===== config.mk =====
export PLATFORM = sky130hd
export DESIGN_NAME = vga_timing_ctrl
export DESIGN_NICKNAME = d
export VERILOG_FILES = /design/src/rtl/vga_timing_ctrl.sv
export SDC_FILE = /design/constraint.sdc
export NUM_CORES = 1
export LEC_CHECK = 0
export CELL_PAD_IN_SITES_DETAIL_PLACEMENT = 1
export CELL_PAD_IN_SITES_GLOBAL_PLACEMENT = 1
export CORE_MARGIN = 5
export CORE_UTILIZATION = 32
export DETAILED_ROUTE_END_ITERATION = 7
export GPL_ROUTABILITY_DRIVEN = 0
export PLACE_DENSITY = 0.85
export SLEW_MARGIN = 20
export SYNTH_ARGS = -nofsm -noshare
export SYNTH_HDL_FRONTEND = slang
export SYNTH_SLANG_ARGS = --single-unit

===== constraint.sdc =====
create_clock -name clk -period 6.3 [get_ports clk]
set_input_delay 1.89 -clock clk [delete_from_list [all_inputs] [get_ports clk]]
set_output_delay 1.89 -clock clk [all_outputs]
set_load 0.02 [all_outputs]

===== src/rtl/vga_timing_ctrl.sv =====
// 640x480@60 VGA raster timing generator: free-running h/v counters with combinational sync,
// blanking, active-area address and blank-gated RGB decode.
module vga_timing_ctrl #(
  parameter int unsigned H_SYNC   = 96,
  parameter int unsigned H_BP     = 48,
  parameter int unsigned H_ACTIVE = 640,
  parameter int unsigned H_FP     = 16,
  parameter int unsigned V_SYNC   = 2,
  parameter int unsigned V_BP     = 33,
  parameter int unsigned V_ACTIVE = 480,
  parameter int unsigned V_FP     = 10
) (
  input  logic        clk,
  input  logic        rst,
  input  logic [23:0] vga_data,
  output logic [9:0]  h_addr,
  output logic [9:0]  v_addr,
  output logic        vga_hs,
  output logic        vga_vs,
  output logic        vga_blank_n,
  output logic [7:0]  vga_r,
  output logic [7:0]  vga_g,
  output logic [7:0]  vga_b,
  output logic        vga_clk
);

  // Both line and frame totals must stay within 1023 so the 10-bit counters never overflow.
  localparam logic [9:0] HSyncEnd  = 10'(H_SYNC);
  localparam logic [9:0] HActStart = 10'(H_SYNC + H_BP);
  localparam logic [9:0] HActEnd   = 10'(H_SYNC + H_BP + H_ACTIVE);
  localparam logic [9:0] HLast     = 10'(H_SYNC + H_BP + H_ACTIVE + H_FP - 1);
  localparam logic [9:0] VSyncEnd  = 10'(V_SYNC);
  localparam logic [9:0] VActStart = 10'(V_SYNC + V_BP);
  localparam logic [9:0] VActEnd   = 10'(V_SYNC + V_BP + V_ACTIVE);
  localparam logic [9:0] VLast     = 10'(V_SYNC + V_BP + V_ACTIVE + V_FP - 1);

  logic [9:0] h_cnt_q, h_cnt_d;
  logic [9:0] v_cnt_q, v_cnt_d;
  logic       h_active, v_active;

  always_ff @(posedge clk or posedge rst) begin
    if (rst) begin
      h_cnt_q <= '0;
      v_cnt_q <= '0;
    end else begin
      h_cnt_q <= h_cnt_d;
      v_cnt_q <= v_cnt_d;
    end
  end

  always_comb begin
    h_cnt_d = h_cnt_q + 10'd1;
    v_cnt_d = v_cnt_q;
    if (h_cnt_q == HLast) begin
      h_cnt_d = '0;
      v_cnt_d = (v_cnt_q == VLast) ? '0 : v_cnt_q + 10'd1;
    end
  end

  always_comb begin
    h_active    = (h_cnt_q >= HActStart) && (h_cnt_q < HActEnd);
    v_active    = (v_cnt_q >= VActStart) && (v_cnt_q < VActEnd);
    vga_hs      = (h_cnt_q >= HSyncEnd);
    vga_vs      = (v_cnt_q >= VSyncEnd);
    vga_blank_n = h_active & v_active;
    h_addr      = h_active ? (h_cnt_q - HActStart) : '0;
    v_addr      = v_active ? (v_cnt_q - VActStart) : '0;
    vga_r       = 8'h00;
    vga_g       = 8'h00;
    vga_b       = 8'h00;
    // Frame store is asynchronous-read, so the addressed pixel is forwarded in the same cycle.
    if (vga_blank_n) begin
      vga_r = vga_data[23:16];
      vga_g = vga_data[15:8];
      vga_b = vga_data[7:0];
    end
  end

  assign vga_clk = clk;

endmodule


==> Word level (Yosys, flattened, before mapping) <==
Index checks and enable logic that the tools add are counted.
{ "totals": {"in_bits": 26, "regBits": 20, "out_inout_bits": 48, "word_cells": 24} }
{ "op_classes": {"magnitude_cmp": 6, "addsub": 4, "n_mux": 7, "bitwise_logic": 1, "eq_ne": 2, "reduce_logical": 2} }
{ "op_table": {"columns": ["cell", "n"], "rows": [
  ["$mux 10", 4],
  ["$mux 8", 3],
  ["$add 10x1->10 const B", 2],
  ["$eq 10x10->1 const B", 2],
  ["$lt 10x10->1 const B", 2],
  ["$ge 10x2->1 const B", 1],
  ["$ge 10x6->1 const B", 1],
  ["$ge 10x7->1 const B", 1],
  ["$ge 10x8->1 const B", 1],
  ["$sub 10x6->10 const B", 1],
  ["$sub 10x8->10 const B", 1],
  ["$logic_and 1x1->1", 2],
  ["$and 1x1->1", 1]
]} }

==> Longest topological paths before layout <==
Gate-level depths: netlist of the first run.
{ "logic_depth": {"depth_word": 4, "ltp_mapped": 7, "depth_no_buf": 6} }

==> impl_metrics.csv, run 1 <==
group,metric,value,unit
status,status,"completed",
layout,diodes,0,
pwr,swShare,0.203,
sta,finalClockSkew,6.16,ps
floorplanning,die_w,82.5,um
logic_synthesis,yosysUniqueCellTypes,47,
layout,fill_cells,623,
setup_path,r2r-start,"h_cnt_q[5]",
setup_path,crit_required,4410,ps
logic_synthesis,synth-compound-area-share,0.121,
pwr,clkPwrFrac,0.582,
routing,dr_wl_met3,583,um
pwr,internal_power,0.278,mW
setup_path,cp.arrival,3910,ps
setup_path,cp-end-kind,"output port",
logic_synthesis,synthCells,206,
sta,rsz0062_at_grt,"false",
setup_path,timing.critical_path.mode_cell,"clkbuf_8",
routing,drtIter0Drc,112,
logic_synthesis,synth_top_area_cell,"dfrtp_1",
floorplanning,core,0.00511,mm2
clock_tree,cts_resized,0,
layout,syn_to_final_growth,52.0,%
floorplanning,die_y,82.5,um
sta,fin_ws,500,ps
placed_design,dp_slack,752,ps
routing,vias,1710,
logic_synthesis,post-synth-top-count-cell,"nor2_1",
logic_synthesis,ys_seq_area_frac,0.298,
setup_path,r2r-end,"v_cnt_q[9]",
clock_tree,ctsHoldBuffers,0,
setup_path,rr_worst_depth,6,
routing,vias_per_cell,5.01,
routing,wl,5.05,mm
logic_synthesis,syn-num-nets,241,
logic_synthesis,async_reset_ff_frac,1.00,
pwr,power_frac_comb,0.050,
pwr,switching_power,0.0708,mW
sta,slew_violations,0,
hold_path,hp-start,"v_cnt_q[8]",
logic_synthesis,synth_edf_count,0,
grt,grt_pass1_wl,8.10,mm
pwr,leakage,1.09,nW
routing,drcViolationCount,0,
setup_path,reg2reg_slack,3950,ps
logic_synthesis,yosys.area_share.simple,0.365,
pwr,ir_worst_vdd,0.0000953,V
logic_synthesis,ys_ff_latch,20,
setup_path,path_class,"clk -> out",
routing,routedWlPerCell,14.8,um
grt,grt_usage,0.156,
grt,grt_antenna_before_repair,0,
routing,final_antenna_net_count,0,
pwr,power.density,136,mW/mm2
clock_tree,insertion_delay,370,ps
hold_path,worstHoldPathCells,1,
pwr,sequentialPowerShare,0.368,
grt,globalRouteOverflowTotal,0,
sta,hold_viol,0,
sta,tightest_slew,791,ps
setup_path,cpLargestDelayFamily,"buffers and inverters",
clock_tree,path_clk_slew,80,ps
placed_design,hpwl,3.83,mm
logic_synthesis,syn_area_per_cell,8.16,um2
layout,final_area,0.00256,mm2
logic_synthesis,ys_top_cells_by_area,"dfrtp_1 30%, and2_1 9.3%, ha_1 6.7%",
routing,firstDrtPassIters,4,
logic_synthesis,yosysWarnings,0,
logic_synthesis,synth-xor-area-share,0.0781,
placed_design,post_dp_cell_area,0.00244,mm2
logic_synthesis,synthAdderAreaFrac,0.0670,
setup_path,startpoint_type,"clock port",
logic_synthesis,yosysTopAreaCellShare,0.298,
sta,fin_setup_tns,0,ps
logic_synthesis,yosys-top-cells-count,"28 x nor2_1, 25 x and2_1, 20 x dfrtp_1",
layout,drive_gt1_frac,0.0738,
logic_synthesis,synth_top_family_by_area,"simple AND/OR/NAND/NOR gates",
sta,slew_headroom,0.472,
setup_path,critical_path_depth,3,
floorplanning,io_pins,74,
setup_path,path_buf_inv,3,
grt,grt_pass1_vias,1766,
floorplanning,start_util,0.329,
hold_path,hold_end,"v_cnt_q[8]",
sta,setup-violations-final,0,
setup_path,max_stage_delay,540,ps
logic_synthesis,synthMuxAreaShare,0.00670,
clock_tree,post-cts-setup-buffer-count,0,
layout,nNetsFinal,307,
grt,grt_max_degree,26,
pwr,power,0.349,mW
clock_tree,cts_tree,"built",
routing,wl_met1,2.10,mm
logic_synthesis,syn_area,0.00168,mm2
setup_path,cp_max_fo,2,
routing,dr_wl_met2,2.29,mm
floorplanning,row_count,26,
setup_path,crit_chain,"clkbuf_8 -> clkbuf_8 -> clkdlybuf4s50_1",
placed_design,portBuffers,73,
routing,routed.top_layer,"met4",
setup_path,cp_slowest_cell,"clkdlybuf4s50_1",
floorplanning,dieArea,0.00680,mm2
flow_run,maxCapViolations,0,
logic_synthesis,synthFlopType,"dfrtp_1",
hold_path,hold_class,"reg -> reg",
-- power groups by stage --
stage                     Sequential [mW]  Clock (mW)  Combinational, mW
after floorplan                     0.131      0.0185            0.00203
after global placement              0.131      0.0213             0.0177
after detailed placement            0.131      0.0213             0.0179
after CTS                           0.128       0.208             0.0179
after global routing                0.128       0.214             0.0188
final                               0.128       0.203             0.0174
-- cell type report --
class,count,area (um2),area share
clock buffers,7,92.6,0.0362
clock inverters,1,30.0,0.0117
inverters,11,41.3,0.0162
repair buffers,73,728,0.285
well taps,70,87.6,0.0343
multi-input cells,159,1080,0.421
flip-flops and latches,20,500,0.196
-- cell families (layout without fill, tap and decap cells) --
| kind of cell | after synthesis | in the layout |
|---|---|---|
| AO/OA/AOI/OAI | 27 | 27 |
| XOR/XNOR | 15 | 15 |
| adder cells (fa/ha/maj) | 9 | 9 |
| buffers and inverters | 27 | 92 |
| flip-flops | 20 | 20 |
| multiplexers | 1 | 1 |
| AND/OR/NAND/NOR | 107 | 107 |
-- flip-flops by register name, summed over array words and instances, names as in the netlist --
signal,count
v_cnt_q,10
h_cnt_q,10
-- how the worst max path moves through the flow --
stage / start / end / slack, ps
after floorplan: clk / vga_clk / 1130
after global placement: clk / vga_clk / 750
after detailed placement: clk / vga_clk / 750
after CTS: clk / vga_clk / 490
after global routing: clk / vga_clk / 480
final: clk / vga_clk / 500
-- through the flow --
step / std cells / utilization / hold WS [ps]
2_1_floorplan: 206 / - / 488
3_3_place_gp: 334 / 0.477 / 527
3_5_place_dp: 334 / 0.477 / 552
4_1_cts: 341 / 0.500 / 564
5_1_grt: 341 / 0.500 / 572
6_report: 341 / 0.500 / 559
-- cells in the final DEF, fill, tap and decap left out, types with 3 or more instances in the layout --
cell type	netlist	final
a21o_1	4	4
xor2_1	7	7
a21oi_1	4	4
nand3_1	5	5
inv_1	11	11
or3_1	3	3
nand2_1	10	10
nand2b_1	3	3
clkbuf_8	0	6
nor3_1	10	9
ha_1	9	9
nor4_1	3	3
nor2_1	28	28
clkdlybuf4s50_1	0	73
o21ai_0	5	5
xnor2_1	8	8
dfrtp_1	20	20
and2_1	25	25
-- per-layer routing --
| layer | up-vias | GRT usage |
|---|---|---|
| met5 | - | 0 |
| met4 | 0 | 0.0605 |
| met3 | 5 | 0.0759 |
| met2 | 65 | 0.248 |
| met1 | 809 | 0.180 |
| li1 | 831 | - |
(Power assumes the default switching activity.)
==> inputs of run 2 (changes only) <==
--- a/config.mk
+++ b/config.mk
@@ -7,7 +7,6 @@
 export LEC_CHECK = 0
 export CELL_PAD_IN_SITES_DETAIL_PLACEMENT = 1
 export CELL_PAD_IN_SITES_GLOBAL_PLACEMENT = 1
-export CORE_MARGIN = 5
 export CORE_UTILIZATION = 32
 export DETAILED_ROUTE_END_ITERATION = 7
 export GPL_ROUTABILITY_DRIVEN = 0
==> run 2 against run 1 <==
  * Total power increased by 1.7%
  * Sequential power is essentially flat
  * Final cell count unchanged
  * Combinational power about the same
  * Count of clock-buffer cells in the layout unchanged
  * Flip-flop and latch count is the same
  * Final area down 0.20%
  * Sequential share of layout area about the same
  * Critical path type unchanged
==> impl_metrics.csv, run 2 (synthesis results as in run 1) <==
group,metric,value,unit
sta,slew_violations,0,
routing,vias,1725,
routing,vias_per_cell,5.06,
layout,nNetsFinal,307,
grt,grt_max_degree,26,
floorplanning,dieArea,0.00555,mm2
routing,drcViolationCount,0,
floorplanning,die_y,74.5,um
placed_design,post_dp_cell_area,0.00244,mm2
status,status,"completed",
clock_tree,post-cts-setup-buffer-count,0,
pwr,sequentialPowerShare,0.362,
placed_design,portBuffers,73,
clock_tree,insertion_delay,380,ps
grt,grt_antenna_before_repair,0,
layout,top_regs,"h_cnt_q (10), v_cnt_q (10)",
routing,drtIter0Drc,82,
setup_path,cp_max_fo,2,
floorplanning,io_pins,74,
pwr,ir_worst_vdd,0.000104,V
pwr,power_frac_comb,0.050,
hold_path,hold_class,"reg -> reg",
pwr,swShare,0.216,
sta,tightest_slew,979,ps
routing,wl,5.01,mm
placed_design,hpwl,3.66,mm
grt,grt_pass1_wl,8.17,mm
layout,final_cell_mix,"73 x clkdlybuf4s50_1, 28 x nor2_1, 25 x and2_1",
grt,grt_usage,0.198,
layout,layout_commonest_cell,"clkdlybuf4s50_1",
pwr,clkPwrFrac,0.589,
sta,hold_viol,0,
routing,final_antenna_net_count,0,
pwr,power.density,139,mW/mm2
layout,diodes,0,
floorplanning,die_w,74.5,um
setup_path,cp-end-kind,"output port",
layout,fill_cells,619,
floorplanning,start_util,0.331,
setup_path,crit_required,4410,ps
clock_tree,cts_resized,0,
sta,rsz0062_at_grt,"false",
setup_path,startpoint_type,"clock port",
layout,drive_gt1_frac,0.0701,
sta,finalClockSkew,3.35,ps
pwr,leakage,1.09,nW
grt,globalRouteOverflowTotal,0,
setup_path,path_class,"clk -> out",
layout,final_area,0.00255,mm2
layout,syn_to_final_growth,51.7,%
floorplanning,row_count,26,
pwr,internal_power,0.278,mW
clock_tree,cts_tree,"built",
floorplanning,core,0.00507,mm2
clock_tree,ctsHoldBuffers,0,
grt,grt_pass1_vias,1725,
routing,routedWlPerCell,14.7,um
sta,slew_headroom,0.343,
sta,setup-violations-final,0,
pwr,switching_power,0.0765,mW
setup_path,cp.arrival,3920,ps
clock_tree,path_clk_slew,90,ps
routing,firstDrtPassIters,4,
sta,fin_setup_tns,0,ps
flow_run,maxCapViolations,0,
==> run 2: cell counts in the layout (fill, tap and decap cells not counted) <==
No cell type changed its count.
==> run 2: metal layers <==
layer	track usage	vias up	share of wire
met2	0.311	61	0.48
met1	0.246	835	0.43
li1	-	824	-
met4	0.0901	0	0.014
met3	0.0623	5	0.070
met5	0	-	0
==> run 2: through the flow <==
stage | utilization | hold slack, ps | setup WS, ps | std cells | power, mW
after global placement | 0.481 | 526 | 752 | 334 | 0.170
final | 0.503 | 558 | 492 | 341 | 0.354
after CTS | 0.503 | 555 | 491 | 341 | 0.357
after global routing | 0.503 | 586 | 484 | 341 | 0.364
after detailed placement | 0.481 | 540 | 752 | 334 | 0.170
after floorplan | - | 488 | 1130 | 206 | 0.151
==> run 2: power groups by stage <==
stage,Sequential [mW],Combinational (mW),Clock (mW)
after floorplan,0.131,0.00203,0.0185
after global placement,0.131,0.0175,0.0213
after detailed placement,0.131,0.0180,0.0213
after CTS,0.128,0.0180,0.211
after global routing,0.128,0.0192,0.216
final,0.128,0.0176,0.209
==> run 2: cell type report <==
cell class,count,area [um2],area share
clock buffer,7,92.6,0.0363
multi-input combinational,159,1070,0.420
tap,70,87.6,0.0343
timing repair buffer,73,728,0.285
sequential,20,500,0.196
inverter,11,41.3,0.0162
clock inverter,1,30.0,0.0118
==> run 2: path summary, 6_finish.rpt <==
kind	start	to	slack (ps)	cells past startpoint
max	clk	vga_clk	490	3
min reg2reg	v_cnt_q[8]	v_cnt_q[8]	560	1
min	v_cnt_q[8]	v_cnt_q[8]	560	1
max reg2reg	h_cnt_q[5]	v_cnt_q[9]	3900	6
max in group asynchronous	rst	h_cnt_q[7]	3810	2
min in group asynchronous	rst	h_cnt_q[1]	1970	2
==> run 2: critical path, cell delays in order <==
cell,delay [ps]
clkbuf_8,110
clkbuf_8,120
clkdlybuf4s50_1,540
